<file path="src/rtl/ex_mem_seg_reg.sv">
// ============================================================================
//  Module      : ex_mem_seg_reg
//  Description : EX/MEM pipeline segment register. Captures the ALU result,
//                the store data and the control fields for the MEM stage. It
//                also lane-aligns store data, generates byte write enables and
//                flags misaligned loads and stores from the EX-side address.
//                Supports stall (hold) and flush (bubble).
//  Revision    : 1.0 - initial release
// ============================================================================
`default_nettype none

module ex_mem_seg_reg #(
  parameter int XLEN = 32
) (
  input  logic            clk,
  input  logic            rst,
  input  logic            en,
  input  logic            clear,
  input  logic [XLEN-1:0] AluOut_EX,
  input  logic [XLEN-1:0] StoreData_EX,
  input  logic [1:0]      MemWrite_EX,
  input  logic [2:0]      LoadNPC_EX,
  input  logic            MemToReg_EX,
  input  logic            RegWrite_EX,
  input  logic [4:0]      rd_EX,
  input  logic [XLEN-1:0] PC_EX,
  output logic [XLEN-1:0] AluOut_MEM,
  output logic [XLEN-1:0] StoreData_MEM,
  output logic [3:0]      ByteWe_MEM,
  output logic [2:0]      LoadNPC_MEM,
  output logic            MemToReg_MEM,
  output logic            RegWrite_MEM,
  output logic [4:0]      rd_MEM,
  output logic [XLEN-1:0] PC_MEM,
  output logic            Valid_MEM,
  output logic            MisalignErr_MEM
);

  // Store size encodings
  localparam logic [1:0] c_ST_NONE = 2'b00;
  localparam logic [1:0] c_ST_BYTE = 2'b01;
  localparam logic [1:0] c_ST_HALF = 2'b10;
  localparam logic [1:0] c_ST_WORD = 2'b11;

  // Load type codes that carry an alignment requirement
  localparam logic [2:0] c_LD_LH  = 3'd2;
  localparam logic [2:0] c_LD_LW  = 3'd3;
  localparam logic [2:0] c_LD_LHU = 3'd5;

  // Pipeline state
  logic [XLEN-1:0] alu_q,  alu_d;
  logic [XLEN-1:0] sdata_q, sdata_d;
  logic [3:0]      we_q,   we_d;
  logic [2:0]      lnpc_q, lnpc_d;
  logic            m2r_q,  m2r_d;
  logic            rw_q,   rw_d;
  logic [4:0]      rd_q,   rd_d;
  logic [XLEN-1:0] pc_q,   pc_d;
  logic            vld_q,  vld_d;
  logic            mis_q,  mis_d;

  // Alignment helpers
  logic [1:0] w_a;
  logic       w_st_mis;
  logic       w_ld_mis;

  // Lane alignment, byte enables and misalignment detection on the EX address
  always_comb begin
    w_a      = AluOut_EX[1:0];
    w_st_mis = 1'b0;
    w_ld_mis = 1'b0;
    sdata_d  = StoreData_EX;
    we_d     = 4'b0000;

    unique case (MemWrite_EX)
      c_ST_BYTE: begin
        sdata_d = {4{StoreData_EX[7:0]}};
        we_d    = 4'b0001 << w_a;
      end
      c_ST_HALF: begin
        sdata_d = {2{StoreData_EX[15:0]}};
        if (w_a[0]) begin
          w_st_mis = 1'b1;
        end else begin
          we_d = w_a[1] ? 4'b1100 : 4'b0011;
        end
      end
      c_ST_WORD: begin
        sdata_d = StoreData_EX;
        if (w_a != 2'b00) begin
          w_st_mis = 1'b1;
        end else begin
          we_d = 4'b1111;
        end
      end
      default: begin
        sdata_d = StoreData_EX;
        we_d    = 4'b0000;
      end
    endcase

    // Load alignment only matters for a genuine load (no concurrent store)
    if (MemToReg_EX && (MemWrite_EX == c_ST_NONE)) begin
      if (((LoadNPC_EX == c_LD_LH) || (LoadNPC_EX == c_LD_LHU)) && w_a[0]) begin
        w_ld_mis = 1'b1;
      end else if ((LoadNPC_EX == c_LD_LW) && (w_a != 2'b00)) begin
        w_ld_mis = 1'b1;
      end
    end

    alu_d  = AluOut_EX;
    lnpc_d = LoadNPC_EX;
    m2r_d  = MemToReg_EX;
    // A faulting load must never write back to rd
    rw_d   = RegWrite_EX & ~w_ld_mis;
    rd_d   = rd_EX;
    pc_d   = PC_EX;
    vld_d  = 1'b1;
    mis_d  = w_st_mis | w_ld_mis;
  end

  // Segment register: reset/flush load a bubble, en captures, otherwise hold
  always_ff @(posedge clk) begin
    if (rst || clear) begin
      alu_q   <= '0;
      sdata_q <= '0;
      we_q    <= 4'b0000;
      lnpc_q  <= 3'd0;
      m2r_q   <= 1'b0;
      rw_q    <= 1'b0;
      rd_q    <= 5'd0;
      pc_q    <= '0;
      vld_q   <= 1'b0;
      mis_q   <= 1'b0;
    end else if (en) begin
      alu_q   <= alu_d;
      sdata_q <= sdata_d;
      we_q    <= we_d;
      lnpc_q  <= lnpc_d;
      m2r_q   <= m2r_d;
      rw_q    <= rw_d;
      rd_q    <= rd_d;
      pc_q    <= pc_d;
      vld_q   <= vld_d;
      mis_q   <= mis_d;
    end
  end

  assign AluOut_MEM      = alu_q;
  assign StoreData_MEM   = sdata_q;
  assign ByteWe_MEM      = we_q;
  assign LoadNPC_MEM     = lnpc_q;
  assign MemToReg_MEM    = m2r_q;
  assign RegWrite_MEM    = rw_q;
  assign rd_MEM          = rd_q;
  assign PC_MEM          = pc_q;
  assign Valid_MEM       = vld_q;
  assign MisalignErr_MEM = mis_q;

endmodule

`default_nettype wire
</file>
<file path="config.mk">
export PLATFORM = sky130hd
export DESIGN_NAME = ex_mem_seg_reg
export DESIGN_NICKNAME = d
export VERILOG_FILES = /design/src/rtl/ex_mem_seg_reg.sv
export SDC_FILE = /design/constraint.sdc
export NUM_CORES = 1
export LEC_CHECK = 0
export CORE_MARGIN = 10
export CORE_UTILIZATION = 36
export DETAILED_ROUTE_END_ITERATION = 12
export GPL_TIMING_DRIVEN = 0
export PLACE_DENSITY = 0.82
export SETUP_SLACK_MARGIN = 0.1
export SYNTH_ARGS = -nofsm -noshare
export SYNTH_HDL_FRONTEND = slang
export SYNTH_SLANG_ARGS = --single-unit
</file>
<file path="constraint.sdc">
create_clock -name clk -period 1.3 [get_ports clk]
set_input_delay 0.13 -clock clk [delete_from_list [all_inputs] [get_ports clk]]
set_output_delay 0.13 -clock clk [all_outputs]
set_load 0.005 [all_outputs]
</file>
==> out/metrics.csv <==
stage;metric;value;unit
timing;drv_slew;0;
route;via_count;3941;
layout;stdcell_count;800;
setup_path;cp_slowest_cell;clkdlybuf4s50_1;
setup_path;start_kind;input port;
timing;finalSetupViolCount;0;
grt;grt_max_degree;17;
place;place_inst;785;
timing;tns;0;ns
die;core;12000;µm²
timing;rsz0062_at_grt;false;
route;drtPass1Iterations;4;
timing;tightest_slew;0.486;ns
synthesis;synth_compound_area_share;10.7;%
synthesis;synth-main-ff-cell;dfxtp_1;
clock_tree;cts_hold_buffers;0;
status;status;completed;
clock_tree;cts_tree;built;
route;drc_errors;0;
synthesis;yosysMostFrequentCell;dfxtp_1;
synthesis;ys_ff_latch;112;
clock_tree;clock_latency;0.35;ns
route;ant_nets;0;
timing;min_period;1.11;ns
timing;relSlewSlack;67.6;%
timing;hold_violations;0;
die;io_pins;224;
synthesis;synth_cell_type_count;34;
synthesis;synth_xor_area_share;0;%
synthesis;synth-edff-count;0;
grt;antenna_found_initial;1;
grt;grt_pass1_wl;23200;µm
synthesis;syn_inst;417;
setup_path;slowest_delay;0.42;ns
clock_tree;root_buffer;clkbuf_16;
run;cap_violations;0;
synthesis;synth_fa_ha_area_share;1.43;%
grt;gr-total-overflow;0;
clock_tree;clock-sinks;112;
clock_tree;cts_setup_buffers;0;
layout;syn2layout_area_growth;59.5;%
timing;worst_clock_skew;0;ns
synthesis;synth_fp_nets;534;
synthesis;synth_common_cells;dfxtp_1 (112), nor2_1 (92), mux2i_1 (81);
die;row_count;40;
power;powerDensity;1090;nW/µm²
timing;min_period_over_period;85.4;%
power;power.leakage;3.38;nW
synthesis;synthSimpleGateAreaFrac;12.7;%
power;irDropWorstVdd;0.731;mV
die;dieHeight;130;µm
setup_path;crit_required;1.59;ns
setup_path;arrival;1.40;ns
setup_path;path_max_fanout;10;
synthesis;synthMuxAreaShare;18.8;%
die;die_width;130;µm
die;die_area;16900;µm²
synthesis;synthTopCellsByArea;dfxtp_1 (51%), mux2i_1 (19%), nor2_1 (7.9%);
layout;fill_cells;1092;
synthesis;async_flop_share;0;%
setup_path;end_kind;flip-flop;
synthesis;yosysSeqAreaShare;51.3;%
clock_tree;path_clk_slew;0.07;ns
timing;fmax;901;MHz
setup_path;path_cells;clkdlybuf4s50_1, or2_1, clkbuf_2, buf_6, buf_4, nor2_1;
layout;final_util;58.2;%
place;numPortBuffers;221;
place;gp_congestion;0.815;
clock_tree;clk_path_buf_depth;2;
synthesis;synth_top_family_by_area;multiplexers;
synthesis;yosysWarnings;0;
grt;grt_pass1_vias;4241;
layout;final_area;6970;µm²
synthesis;yosys.area.top_type_share;51.3;%
synthesis;avgSynthCellArea;10.5;µm²
synthesis;yosysTopAreaCell;dfxtp_1;
power;power;7.62;mW
synthesis;syn_area;4370;µm²
clock_tree;cts_buffers;9;
die;start_util;36.5;%
hold_path;worstHoldPathType;input port to flip-flop;
clock_tree;cts_max_level;3;
route;avgViaCountPerCell;4.93;
grt;grtUsageTotal;17.6;%
place;dpl-instance-area;6760;µm²
setup_path;path_class;input port to flip-flop;
route;wl_per_cell;18.9;µm
layout;drive_gt1_share;8.44;%
route;drt_iter0_drc;196;
layout;layout.nets;766;
route;routed_wl;15200;µm
place;dp_hpwl;12200;µm
==> routing by layer <==
metal / GRT usage, % / wire length [µm]
met1: 19.4 / 5940
met2: 30.1 / 7590
met3: 6.33 / 1370
met4: 7.08 / 246
met5: 0 / 0
==> cell type report <==
cell class / count / area [µm²] / share of cell area (%)
Antenna cell: 1 / 2.50 / 0.0359
Buffer: 32 / 224 / 3.21
Clock buffer: 12 / 267 / 3.83
Clock inverter: 2 / 38.8 / 0.557
Inverter: 5 / 21.3 / 0.305
Multi-Input combinational cell: 268 / 1920 / 27.6
Sequential cell: 112 / 2240 / 32.2
Tap cell: 147 / 184 / 2.64
Timing Repair Buffer: 221 / 2060 / 29.6
==> state kept, by name (all words and copies together) (netlist names) <==
signal / flops
rd_MEM: 5
AluOut_MEM: 32
RegWrite_MEM: 1
MisalignErr_MEM: 1
LoadNPC_MEM: 3
ByteWe_MEM: 4
Valid_MEM: 1
PC_MEM: 32
StoreData_MEM: 32
MemToReg_MEM: 1
==> logic make-up (layout without fill, tap and decap cells) <==
logic type / count (synthesis) / after routing
flip-flops: 112 / 112
AND/OR/NAND/NOR: 126 / 126
AO/OA/AOI/OAI: 55 / 55
multiplexers: 82 / 82
adder cells (fa/ha/maj): 5 / 5
buffers and inverters: 37 / 272
other: 0 / 1
==> timing repair <==
item | CTS | global route
gates resized for setup | 125 | 15
endpoints found under the setup margin | 142 | 70
pin swaps | 1 | 2
==> stage by stage <==
| step | worst slack, ns | hold slack (ns) |
|---|---|---|
| floorplan | 0.106 | 0.273 |
| global placement | -0.609 | 0.452 |
| detailed placement | -0.680 | 0.454 |
| CTS | 0.0874 | 0.168 |
| global route | 0.110 | 0.234 |
| finish | 0.190 | 0.187 |
==> placed cells by master, fill, tap and decap left out, types with 3 or more instances in the layout <==
cell,count
ha_1,4
dfxtp_1,112
a22oi_1,8
nand2_1,5
nor2b_1,16
mux2i_1,81
o21ai_1,8
clkdlybuf4s50_1,106
clkbuf_8,3
buf_4,20
a222oi_1,7
clkbuf_16,9
buf_2,4
dlygate4sd2_1,112
clkbuf_2,6
o221a_1,16
nor2_1,92
a21oi_1,4
==> worst paths after layout <==
| check | from | to | slack (ns) | depth (start not counted) |
|---|---|---|---|---|
| setup / recovery | clear | LoadNPC_MEM[1]$_SDFFE_PP0P_ | 0.19 | 6 |
| hold / removal | AluOut_EX[1] | AluOut_MEM[1]$_SDFFE_PP0P_ | 0.19 | 3 |
| setup reg to reg | StoreData_MEM[23]$_SDFFE_PP0P_ | StoreData_MEM[23]$_SDFFE_PP0P_ | 0.45 | 2 |
| hold reg to reg | Valid_MEM$_SDFFE_PP0P_ | Valid_MEM$_SDFFE_PP0P_ | 0.46 | 2 |
==> critical path: cells and delay by family <==
family	cells	cell delay (ns)
buf+inv	4	0.91
simple gates	2	0.35
==> where the power goes <==
group | internal [mW] | switching (mW) | total, mW
Combinational | 0.665 | 0.495 | 1.16
Clock | 1.64 | 1.22 | 2.86
Sequential | 3.55 | 0.0573 | 3.60
Total | 5.85 | 1.77 | 7.62
Power figures use the tool's default switching activity.
